$ cat config.mk
export PLATFORM = sky130hd
export DESIGN_NAME = mac_os_ctrl
export DESIGN_NICKNAME = d
export VERILOG_FILES = /design/src/rtl/mac_os_ctrl.sv
export SDC_FILE = /design/constraint.sdc
export NUM_CORES = 1
export LEC_CHECK = 0
export ABC_AREA = 1
export BUFFER_PORTS_ARGS = -buffer_cell sky130_fd_sc_hd__buf_4
export CAP_MARGIN = 20
export CORE_AREA = 2 2 482 484
export CTS_CLUSTER_SIZE = 30
export DETAILED_ROUTE_END_ITERATION = 8
export DIE_AREA = 0 0 484 486
export PLACE_DENSITY = 0.3
export SLEW_MARGIN = 20
export SYNTH_ARGS = -nofsm -noshare
export SYNTH_HDL_FRONTEND = slang
export SYNTH_SLANG_ARGS = --single-unit
export TNS_END_PERCENT = 10
$ cat constraint.sdc
create_clock -name clk -period 2 [get_ports clk]
set_input_delay 0.3 -clock clk [delete_from_list [all_inputs] [get_ports clk]]
set_output_delay 0.3 -clock clk [all_outputs]
set_load 0.05 [all_outputs]
$ cat src/rtl/mac_os_ctrl.sv
// mac_os_ctrl: per-tile sequencer for the 8x8 output-stationary MAC array
module mac_os_ctrl #(
  parameter int bw      = 4,
  parameter int psum_bw = 16,
  parameter int col     = 8,
  parameter int row     = 8,
  parameter int row_aw  = 3
) (
  input  logic                       clk,
  input  logic                       reset,
  input  logic                       start,
  input  logic [3:0]                 k_len,
  output logic                       busy,
  output logic                       done,
  output logic                       err,
  output logic [1:0]                 inst_w,
  output logic [3:0]                 accum_limit,
  output logic                       act_rd,
  input  logic                       act_empty,
  output logic                       wgt_rd,
  input  logic                       wgt_empty,
  input  logic [row*col-1:0]         os_ready,
  input  logic [psum_bw*row*col-1:0] os_output,
  output logic                       ofifo_wr,
  input  logic                       ofifo_full,
  output logic [psum_bw*col-1:0]     ofifo_data,
  output logic [row_aw-1:0]          ofifo_row
);
  typedef enum logic [2:0] {IDLE, CLEAR, LOAD, DRAIN, WAIT_RDY, WRITE, DONE} state_t;
  localparam logic [3:0] DRAIN_LAST = 4'(row + col - 2);
  localparam logic [row_aw-1:0] ROW_LAST = row_aw'(row - 1);
  state_t state;
  logic [3:0] issue_cnt, drain_cnt;
  logic [row_aw-1:0] row_cnt;
  logic go;
  logic [psum_bw*col-1:0] rows [row];
  if (bw < 1 || row_aw != $clog2(row)) begin : g_bad_params
    $error("mac_os_ctrl: inconsistent parameters");
  end
  for (genvar r = 0; r < row; r++) begin : g_rows
    assign rows[r] = os_output[psum_bw*col*r +: psum_bw*col];
  end
  assign go          = state == LOAD && !act_empty && !wgt_empty;
  assign busy        = state != IDLE;
  assign done        = state == DONE;
  assign inst_w      = state == CLEAR ? 2'b10 : {1'b0, go};
  assign act_rd      = go;
  assign wgt_rd      = go;
  assign ofifo_wr    = state == WRITE && !ofifo_full;
  assign ofifo_row   = row_cnt;
  assign ofifo_data  = rows[row_cnt];
  // tile sequencing: clear, issue K paired pops, drain skew, wait ready, write rows
  always_ff @(posedge clk or negedge reset)
    if (!reset) begin
      state       <= IDLE;
      accum_limit <= '0;
      err         <= 1'b0;
      issue_cnt   <= '0;
      drain_cnt   <= '0;
      row_cnt     <= '0;
    end else
      case (state)
        IDLE:
          if (start) begin
            if (k_len == '0) err <= 1'b1;
            else begin
              err         <= 1'b0;
              accum_limit <= k_len;
              state       <= CLEAR;
            end
          end
        CLEAR: begin
          issue_cnt <= '0;
          state     <= LOAD;
        end
        LOAD:
          if (go) begin
            issue_cnt <= issue_cnt + 4'd1;
            if (issue_cnt + 4'd1 == accum_limit) begin
              drain_cnt <= '0;
              state     <= DRAIN;
            end
          end
        DRAIN: begin
          drain_cnt <= drain_cnt + 4'd1;
          if (drain_cnt == DRAIN_LAST) state <= WAIT_RDY;
        end
        WAIT_RDY:
          if (&os_ready) begin
            row_cnt <= '0;
            state   <= WRITE;
          end
        WRITE:
          if (!ofifo_full) begin
            row_cnt <= row_cnt + 1'b1;
            if (row_cnt == ROW_LAST) state <= DONE;
          end
        DONE: state <= IDLE;
        default: state <= IDLE;
      endcase
endmodule

After elaboration in Yosys (flattened, before gate mapping)
Index checks and enable logic that the tools add are counted.
Word-level totals
  output and inout port bits: 143
  register bits after elaboration: 19
  input bits: 1098
  word-level logic and storage cells: 70
Cells by class
  reduce and logical (&&, ||, !) cells: 19
  muxes and demuxes: 22
  $add $sub $neg: 3
  bitwise operators: 2
  order comparisons: 1
  equal/unequal tests: 17
Operators by type and width (count)
  $bmux W128 S3: 1
  $mux W128: 2
  $reduce_and A64 Y1: 1
  $mux W3: 10
  $pmux W3 S6: 1
  $pmux W4 S2: 2
  $eq A3 B3 Y1 const B: 4
  $mux W4: 3
  $ne A2 B2 Y1 const B: 6
  $reduce_and A3 Y1: 3
  $add A4 B1 Y4 const B: 2
  $reduce_and A8 Y1: 1
  $eq A3 B2 Y1 const B: 2
  $pmux W3 S2: 1
  $reduce_bool A2 Y1: 3
  $eq A4 B4 Y1: 1
  $eq A4 B4 Y1 const B: 1
  $ge A4 B4 Y1 const B: 1
  $logic_not A4 Y1: 1
  $ne A2 B1 Y1 const B: 2
  $not A3 Y4: 1
  $reduce_and A2 Y1: 2
  $add A3 B1 Y3 const B: 1
  $eq A3 B1 Y1 const B: 1
  other kinds (7): 11

Longest topological paths before layout
  depth after elaboration: 5
  depth in mapped cells: 12
  mapped depth without buffers: 12

Worst setup path before layout
OpenSTA, ideal clock, no wires.
  path type: register to output
  start: register row_cnt[0], in the netlist ofifo_row[0]
  end: output port ofifo_data[100]
  stages on the path, launching flop included: 9
  data arrival time: 2.394 ns
  required time: 1.700 ns
  path slack: -0.694 ns
  path buffers: 4
  cell sequence: dfrtp_1 > buf_6 > buf_4 > buf_4 > buf_2 > nor2_1 > nor2_1 > o21ai_0 > a31oi_1
Between the ends
  word-level cells in the longest chain between the ends: 4
Ends and longest elaborated chain
  from (decl): RTL line 34  | logic [row_aw-1:0] row_cnt;
  from (signal assigned): RTL line 95  | row_cnt <= row_cnt + 1'b1;
  $not A3 Y4 (implied by the code): RTL line 51  | assign ofifo_data = rows[row_cnt];
  $bmux W128 S3: RTL line 51
  $mux W128 (implied by the code) (2 in series): RTL line 51
  to (decl): RTL line 26  | output logic [psum_bw*col-1:0] ofifo_data,
Every way passes these cells. The select of a mux whose other input is x is not followed.

Worst setup path in the final report
  start: register row_cnt[0], in the netlist ofifo_row[0]
  end: output port ofifo_data[127]
The elaborated chain is that of the path after synthesis.

==> results.toml <==
[floorplanning]
dieArea_um2 = 235000
rows = 176
core-area_um2 = 229000
ios = 1241
initial_core_util = 0.0428
die_h_um = 486
die_x_um = 484

[place]
dp.cells = 6413
port_buffers = 1240
routabilityCongestion = 0.936
hpwl_mm = 164

[sta]
setup_slack_ns = -0.639
tightest_slew_ns = 0.575
final_hold_viol_count = 0
finalSetupViolations = 131
fmax_mhz = 379
rsz0062_at_grt = "true"
drv_slew = 0
holdWs_ns = 0.325
finalCriticalPeriod_ns = 2.64
skew_ns = 0.00461
slew_headroom = 0.612
fin_crit_sh = 1.32

[clock_tree]
htreeDepth = 1
clockBufferDepth = 2
clkSlewWorstSetupHoldPaths_ns = 0.07
cts_buffers = 3
cts_root_buf = "clkbuf_16"
clock_sinks = 19
cts_tree = "built"
worstSkewPairLatency_ns = 0.26

[setup_path]
crit_fanout = 6
worstSetupPathType = "reg2out"
end_kind = "primary output"
crit_required_ns = 1.70
start_kind = "flip-flop"
worstPathArrival_ns = 2.34

[final_layout]
final_cell_count_no_fill = 6508
final_nets = 4550
multiInputGateArea_um2 = 9610
regArea_um2 = 487
drive_gt1_frac = 0.526
syn_to_final_growth_pct = 182
layout_common_cells = "1,371 x buf_4, 857 x nor2_1, 255 x o21ai_0, 219 x o21ai_1, 103 x buf_6"
final_common_cell = "buf_4"
final.fill_count = 27065

[synth]
synthAdderAreaFrac = 0.00637
synth_top_family_by_area = "compound AO/OA/AOI/OAI gates"
synth_area_um2 = 9820
synth_top_area_cell = "nor2_1"
yosys_warnings = 0
synth_area_leaders = "nor2_1 35%, o21ai_0 19%, o22ai_1 8.3%"
synthXorXnorAreaFrac = 0.00357
netlist_instances = 2070
yosys.area_share.simple = 0.402
synth_seq_area_share = 0.0484
synth-seq-cells = 19
synth_compound_area_frac = 0.433
synth_top_area_share = 0.353
synth_edf_count = 0
synth_top_flop_cell = "dfrtp_1"
netlist-cell-type-count = 30
synth_mux_area_frac = 0.00102
syn_area_per_cell_um2 = 4.74
syn_nets = 3173
async_flop_share = 1.00

[detailed_routing]
num_vias = 21473
wire_per_inst_um = 28.7
drtAntennaViolNets = 0
avgViaCountPerCell = 3.30
drtPass1Iterations = 5
route.detailed.drc = 0
first_iter_violations = 1213
totalWireLength_mm = 187

[pwr]
vdd_drop_max_uv = 1160
p_per_area_nw_per_um2 = 1810
fin_total_pwr_uw = 50100
leakage_uw = 0.0117

[global_routing]
grt_pass1_vias = 21835
track_usage = 0.147
grt_antenna_before_repair = 150
grt_pass1_wl_mm = 229
grt_max_degree = 48
grt_overflow = 0

[status]
failed_checks = "setup timing"
run_status = "finished, violations left"

[hold_path]
hp-class = "in2reg"

[job]
max-cap-violations = 0
==> worst paths after layout <==
path / end / start / slack (ns) / cells past startpoint
setup / recovery: ofifo_data[127] / ofifo_row[0] / -0.64 / 9
hold / removal: accum_limit[2] / k_len[2] / 0.32 / 3
setup reg to reg: state[0] / ofifo_row[1] / -0.12 / 13
hold reg to reg: err / err / 0.50 / 2
max in group asynchronous: ofifo_row[0] / reset / 1.24 / 2
min in group asynchronous: accum_limit[1] / reset / 0.49 / 2
==> sequential cells by signal, summed over array words and instances, names as in the netlist <==
| name | cells |
|---|---|
| accum_limit | 4 |
| drain_cnt | 4 |
| issue_cnt | 4 |
| ofifo_row | 3 |
| state | 3 |
| err | 1 |
==> metal layers <==
layer	wire length, um	global-route usage	vias up
met4	3960	0.0238	102
met1	71000	0.162	10077
met5	654	0	-
met3	19500	0.0644	264
met2	91800	0.263	1090
li1	-	-	9940
==> cells by family after synthesis <==
family | count (synthesis)
flip-flops | 19
multiplexers | 1
AO/OA/AOI/OAI | 785
adder cells (fa/ha/maj) | 5
XOR/XNOR | 4
buffers and inverters | 221
AND/OR/NAND/NOR | 1035
==> per-stage QoR <==
stage          setup slack (ns)  TNS, ns  instance area [um2]   util
2_1_floorplan            -0.513   -49.30                10300      -
3_3_place_gp             -0.889   -42.26                25100  0.109
3_5_place_dp             -0.892   -42.94                25100  0.109
4_1_cts                  -0.680   -68.41                26500  0.116
5_1_grt                  -0.681   -75.76                27700  0.121
6_report                 -0.639   -64.00                27700  0.121
==> power breakdown <==
group / total [uW] / internal [uW] / switching (uW)
Sequential: 830 / 562 / 267
Clock: 450 / 269 / 180
Combinational: 48800 / 18400 / 30400
==> area by class of cell <==
class,count,area share
multi-input cells,1830,0.347
diodes,36,0.00325
repair inverters,2,0.00149
flip-flops and latches,19,0.0176
repair buffers,1569,0.486
well taps,3026,0.137
clock inverters,1,0.000181
clock buffers,3,0.00271
inverters,22,0.00515
==> critical path: stages, from the launching register on <==
cell and delay, ns:
dfrtp_4 0.46, buf_12 0.20, buf_16 0.19, buf_16 0.16, buf_4 0.13, o21ai_1 0.08, o22ai_2 0.29, nor2_2 0.09
a31oi_1 0.20, buf_4 0.24
==> cells in the mapped netlist, drive strengths merged, types with 3 or more instances <==
cell type	instances
a31oi	128
nand2	93
o21ai	525
clkbuf	98
dfrtp	19
clkinv	3
ha	5
o22ai	130
nand4	5
nor3	3
nand3	7
buf	101
inv	19
nor2	924
xor2	3
==> timing repair <==
item                                   CTS  global route
hold buffers                             1             0
gates resized for setup                278           211
setup endpoints to repair              131           134
cloned                                   6            14
setup buffers                           27             7
endpoints found under the hold margin   19             0
pin swaps                               26            62
No activity file was read; power rests on OpenSTA's default activity.
